`config.mk`:
```
export PLATFORM = sky130hd
export DESIGN_NAME = branch_resolve_unit
export DESIGN_NICKNAME = d
export VERILOG_FILES = /design/src/rtl/branch_resolve_unit.sv
export SDC_FILE = /design/constraint.sdc
export NUM_CORES = 1
export LEC_CHECK = 0
export CAP_MARGIN = 5
export CORE_AREA = 2 2 150 152
export DETAILED_ROUTE_END_ITERATION = 6
export DIE_AREA = 0 0 152 154
export HOLD_SLACK_MARGIN = 0.08
export PLACE_DENSITY_LB_ADDON = 0.12
export SYNTH_ARGS = -nofsm -noshare
export SYNTH_HDL_FRONTEND = slang
export SYNTH_SLANG_ARGS = --single-unit
```
`constraint.sdc`:
```
create_clock -name clk -period 9.24 [get_ports clk]
set_input_delay 2.31 -clock clk [delete_from_list [all_inputs] [get_ports clk]]
set_output_delay 2.31 -clock clk [all_outputs]
set_load 0.01 [all_outputs]
```
`src/rtl/branch_resolve_unit.sv`:
```
// branch_resolve_unit: in-order branch prediction queue from ID to MM, registered mispredict flush and redirect.
// Optional BRU_PERF_EN adds resolve/mispredict counters as output ports.
module branch_resolve_unit #(
  parameter int          DEPTH    = 4,
  parameter logic [31:0] FALLTHRU = 32'd8
) (
  input  logic        clk,
  input  logic        resetn,
  input  logic        id_push,
  input  logic        id_pred_taken,
  input  logic [31:0] id_pc,
  input  logic [31:0] id_target,
  input  logic        mm_b,
  input  logic        mm_b_taken,
  output logic        q_full,
  output logic        flush,
  output logic [31:0] redirect_pc,
`ifdef BRU_PERF_EN
  output logic [31:0] perf_resolved,
  output logic [31:0] perf_mispredict,
`endif
  output logic        err
);
  localparam int PW = $clog2(DEPTH);
  localparam int CW = PW + 1;
  logic          pred_q [DEPTH];
  logic [31:0]   pc_q   [DEPTH];
  logic [31:0]   tgt_q  [DEPTH];
  logic [PW-1:0] wr_ptr_q, wr_ptr_d, rd_ptr_q, rd_ptr_d;
  logic [CW-1:0] cnt_q, cnt_d;
  logic          flush_q, flush_d, err_q, err_d;
  logic [31:0]   redirect_q, redirect_d;
  logic          act, empty, push, pop, mis;
  always_comb begin
    act        = !flush_q;
    empty      = cnt_q == '0;
    q_full     = cnt_q == CW'(DEPTH);
    pop        = act && mm_b && !empty;
    mis        = pop && (pred_q[rd_ptr_q] != mm_b_taken);
    push       = act && id_push && (!q_full || pop) && !mis;
    err_d      = err_q || (act && id_push && q_full && !pop) || (act && mm_b && empty);
    flush_d    = mis;
    redirect_d = !mis ? redirect_q : mm_b_taken ? tgt_q[rd_ptr_q] : pc_q[rd_ptr_q] + FALLTHRU;
    wr_ptr_d   = mis ? '0 : wr_ptr_q + PW'(push);
    rd_ptr_d   = mis ? '0 : rd_ptr_q + PW'(pop);
    cnt_d      = mis ? '0 : cnt_q + CW'(push) - CW'(pop);
  end
  // Payload storage needs no reset; the count alone decides what is valid.
  always_ff @(posedge clk) begin
    if (push) begin
      pred_q[wr_ptr_q] <= id_pred_taken;
      pc_q[wr_ptr_q]   <= id_pc;
      tgt_q[wr_ptr_q]  <= id_target;
    end
  end
  always_ff @(posedge clk) begin
    if (!resetn) begin
      wr_ptr_q   <= '0;
      rd_ptr_q   <= '0;
      cnt_q      <= '0;
      flush_q    <= 1'b0;
      redirect_q <= '0;
      err_q      <= 1'b0;
    end else begin
      wr_ptr_q   <= wr_ptr_d;
      rd_ptr_q   <= rd_ptr_d;
      cnt_q      <= cnt_d;
      flush_q    <= flush_d;
      redirect_q <= redirect_d;
      err_q      <= err_d;
    end
  end
  assign flush       = flush_q;
  assign redirect_pc = redirect_q;
  assign err         = err_q;
`ifdef BRU_PERF_EN
  logic [31:0] perf_res_q, perf_mis_q;
  always_ff @(posedge clk) begin
    if (!resetn) begin
      perf_res_q <= '0;
      perf_mis_q <= '0;
    end else begin
      perf_res_q <= perf_res_q + 32'(pop);
      perf_mis_q <= perf_mis_q + 32'(mis);
    end
  end
  assign perf_resolved   = perf_res_q;
  assign perf_mispredict = perf_mis_q;
`endif
endmodule

```
==> flow_summary.toml <==
[timing]
slew_violations = 0
clock_skew_ns = 0.0183
fin_tns_setup_ns = 0
timing.final.ws_setup_ns = 3.45
clock.fmax_mhz = 173
hold_viol = 0
relSlewSlack_pct = 24.5
fin_crit_ns = 5.79
finalHoldWorstSlack_ns = 0.485
fin_crit_sh_pct = 62.7
rsz0062_at_grt = "no"
tightest_slew_ns = 1.13
finalSetupViolations = 0

[placed_design]
dp_worst_setup_slack_ns = 2.89
dpl_cell_area_mm2 = 0.0132
port_buffers = 104
place_congestion = 0.786
dp_cells = 1007
hpwlAfterDp_mm = 15.7

[pwr]
power.density_mw_per_mm2 = 288
finalPower_mw = 4.13
leakage_nw = 4.65
ir_drop_mv = 0.179

[clock_tree]
cts_inserted_buffers = 31
clockRootBuffer = "clkbuf_16"
cts_sinks = 301
clock_latency_ns = 0.56
cts_max_level = 1
cts_resized = 0
cts_buffer_depth = 3
cts_hold_buf = 0
path_clk_slew_ns = 0.06
postCtsSetupBuffers = 0
cts_tree = "yes"

[final_layout]
layout-drive-gt1-share_pct = 17.7
layout_commonest_cell = "edfxtp_1"
layout_common_cells = "edfxtp_1 (260), clkdlybuf4s50_1 (104), mux4_2 (63)"
fin_cells = 1065
num-nets-final = 835
area_growth_pct = 20.7
num_antenna_cells = 0
design_area_mm2 = 0.0143
fin_util_pct = 66.1

[floorplan]
start_util_pct = 54.7
die_x_um = 152
num_rows = 54
pin_count = 105
core-area_mm2 = 0.0217
die_h_um = 154
dieArea_mm2 = 0.0234

[flow_run]
maxCapViolCount = 0

[critical_path]
r2r-end = "tgt_q[1][14]$_DFFE_PP_"
crit_start = "mm_b_taken"
cp_max_fo = 41
worstReg2RegStart = "rd_ptr_q[0]$_SDFF_PP0_"
rrSetupSlack_ns = 4.67
critPathCapture = "tgt_q[1][14]$_DFFE_PP_"
startpoint_type = "input port"
r2r_cells = 8
end_kind = "flop"
critical_path_arrival_ns = 5.98
cp.required_ns = 9.43
path_class = "input port to flop"

[min_path]
hold_class = "flop to flop"
whs_path_depth = 2

[yosys]
synth.area.top_cells = "edfxtp_1 (66%), mux4_2 (12%), dfxtp_1 (6.9%), nand2_1 (1.3%), xor2_1 (1.3%)"
synth-edff-count = 260
ys_seq_elements = 301
synth_top_cell_area_share_pct = 65.8
netlist_area_mm2 = 0.0119
synth_ff_type = "edfxtp_1"
ys_warn_count = 0
async_flop_share_pct = 0
ys_types = 52
synth_area_per_cell_um2 = 18.4
synth_nets = 720
yosysSeqAreaShare_pct = 72.7
synth_largest_area_cell = "edfxtp_1"
synth_cells = 645

[global_route]
top_usage_layer = "met2"
grt_max_degree = 48
grt_first_pass_wirelength_mm = 38.2
met1_usage_pct = 30.5
grt.total_usage_pct = 21.2
grt_overflow = 0
antenna_found_initial = 0
grt_use_met3_pct = 4.34
grt_pass1_vias = 6524
grtUsageMet2_pct = 33.9

[routing]
drtIter0Drc = 500
vias = 6305
dr.pass1.iters = 4
antenna_left = 0
drc = 0
vias_per_cell = 5.92
wire_per_inst_um = 23.0
wl_mm = 24.5

[run_status]
status = "complete, no violations"
==> worst min path at each step <==
| stage | to | slack (ns) | start |
|---|---|---|---|
| after floorplan | redirect_pc[24]$_SDFFE_PN0P_ | 0.48 | redirect_pc[24]$_SDFFE_PN0P_ |
| after global placement | redirect_pc[11]$_SDFFE_PN0P_ | 0.46 | redirect_pc[11]$_SDFFE_PN0P_ |
| after detailed placement | redirect_pc[11]$_SDFFE_PN0P_ | 0.47 | redirect_pc[11]$_SDFFE_PN0P_ |
| after CTS | redirect_pc[5]$_SDFFE_PN0P_ | 0.48 | redirect_pc[5]$_SDFFE_PN0P_ |
| after global routing | redirect_pc[11]$_SDFFE_PN0P_ | 0.52 | redirect_pc[11]$_SDFFE_PN0P_ |
| final | redirect_pc[5]$_SDFFE_PN0P_ | 0.49 | redirect_pc[5]$_SDFFE_PN0P_ |
==> cells in the mapped netlist, drive strengths merged (2+ instances only) <==
cell	n
nor2	10
nand4	9
nand3b	2
o21a	2
clkbuf	18
o211ai	3
nor4	3
and4	4
a221oi	2
ha	4
a21oi	5
nand2b	2
o211a	5
nor3	7
o31a	2
o31ai	2
nand2	42
o21ai	16
xor2	17
edfxtp	260
inv	8
mux2i	7
a22o	2
nand4b	2
dfxtp	41
and2	8
mux4	65
a22oi	9
and3	12
xnor2	12
o2bb2ai	5
nand3	24
nor2b	6
a21boi	3
nor3b	3
buf	15
==> kinds of logic (layout without fill, tap and decap cells) <==
| group | after synthesis | after routing | synth area share, % |
|---|---|---|---|
| AND/OR/NAND/NOR | 137 | 137 | 6.04 |
| adder cells (fa/ha/maj) | 5 | 5 | 0.590 |
| multiplexers | 73 | 73 | 13.1 |
| XOR/XNOR | 29 | 29 | 2.14 |
| AO/OA/AOI/OAI | 59 | 59 | 3.66 |
| buffers and inverters | 41 | 181 | 1.77 |
| flip-flops | 301 | 301 | 72.7 |
==> sequential cells by signal, indices dropped and copies added (netlist names) <==
| signal | count |
|---|---|
| wr_ptr_q | 2 |
| rd_ptr_q | 2 |
| cnt_q | 3 |
| err | 1 |
| pc_q | 128 |
| flush | 1 |
| redirect_pc | 32 |
| pred_q | 4 |
| tgt_q | 128 |
==> cell type report <==
| cell class | count | area (um2) |
|---|---|---|
| tap | 280 | 350 |
| clock buffer | 34 | 787 |
| inverter | 8 | 30.0 |
| fill | 1459 | 7360 |
| multi-input combinational | 303 | 3050 |
| sequential | 301 | 8630 |
| timing repair buffer | 115 | 1120 |
| clock inverter | 24 | 355 |
==> worst max-delay path, stage by stage <==
cell,delay (ns)
clkdlybuf4s50_1,0.45
buf_4,0.34
nor2b_1,0.18
o21ai_2,0.65
nand4b_1,0.37
inv_1,0.20
nand2_1,0.10
nor2_4,0.62
buf_4,0.65
==> power by group <==
group / switching (mW) / internal [mW] / leakage, nW
Combinational: 0.521 / 0.441 / 1.39
Sequential: 0.0973 / 1.70 / 2.71
Clock: 0.520 / 0.844 / 0.540
==> routing by layer <==
metal  up-vias  part of all wire [%]
met2       225                    48
met3        43                   7.2
li1       2825                     -
met4         0                   1.9
met5         -                     0
met1      3212                    43
Power figures use the tool's default switching activity.
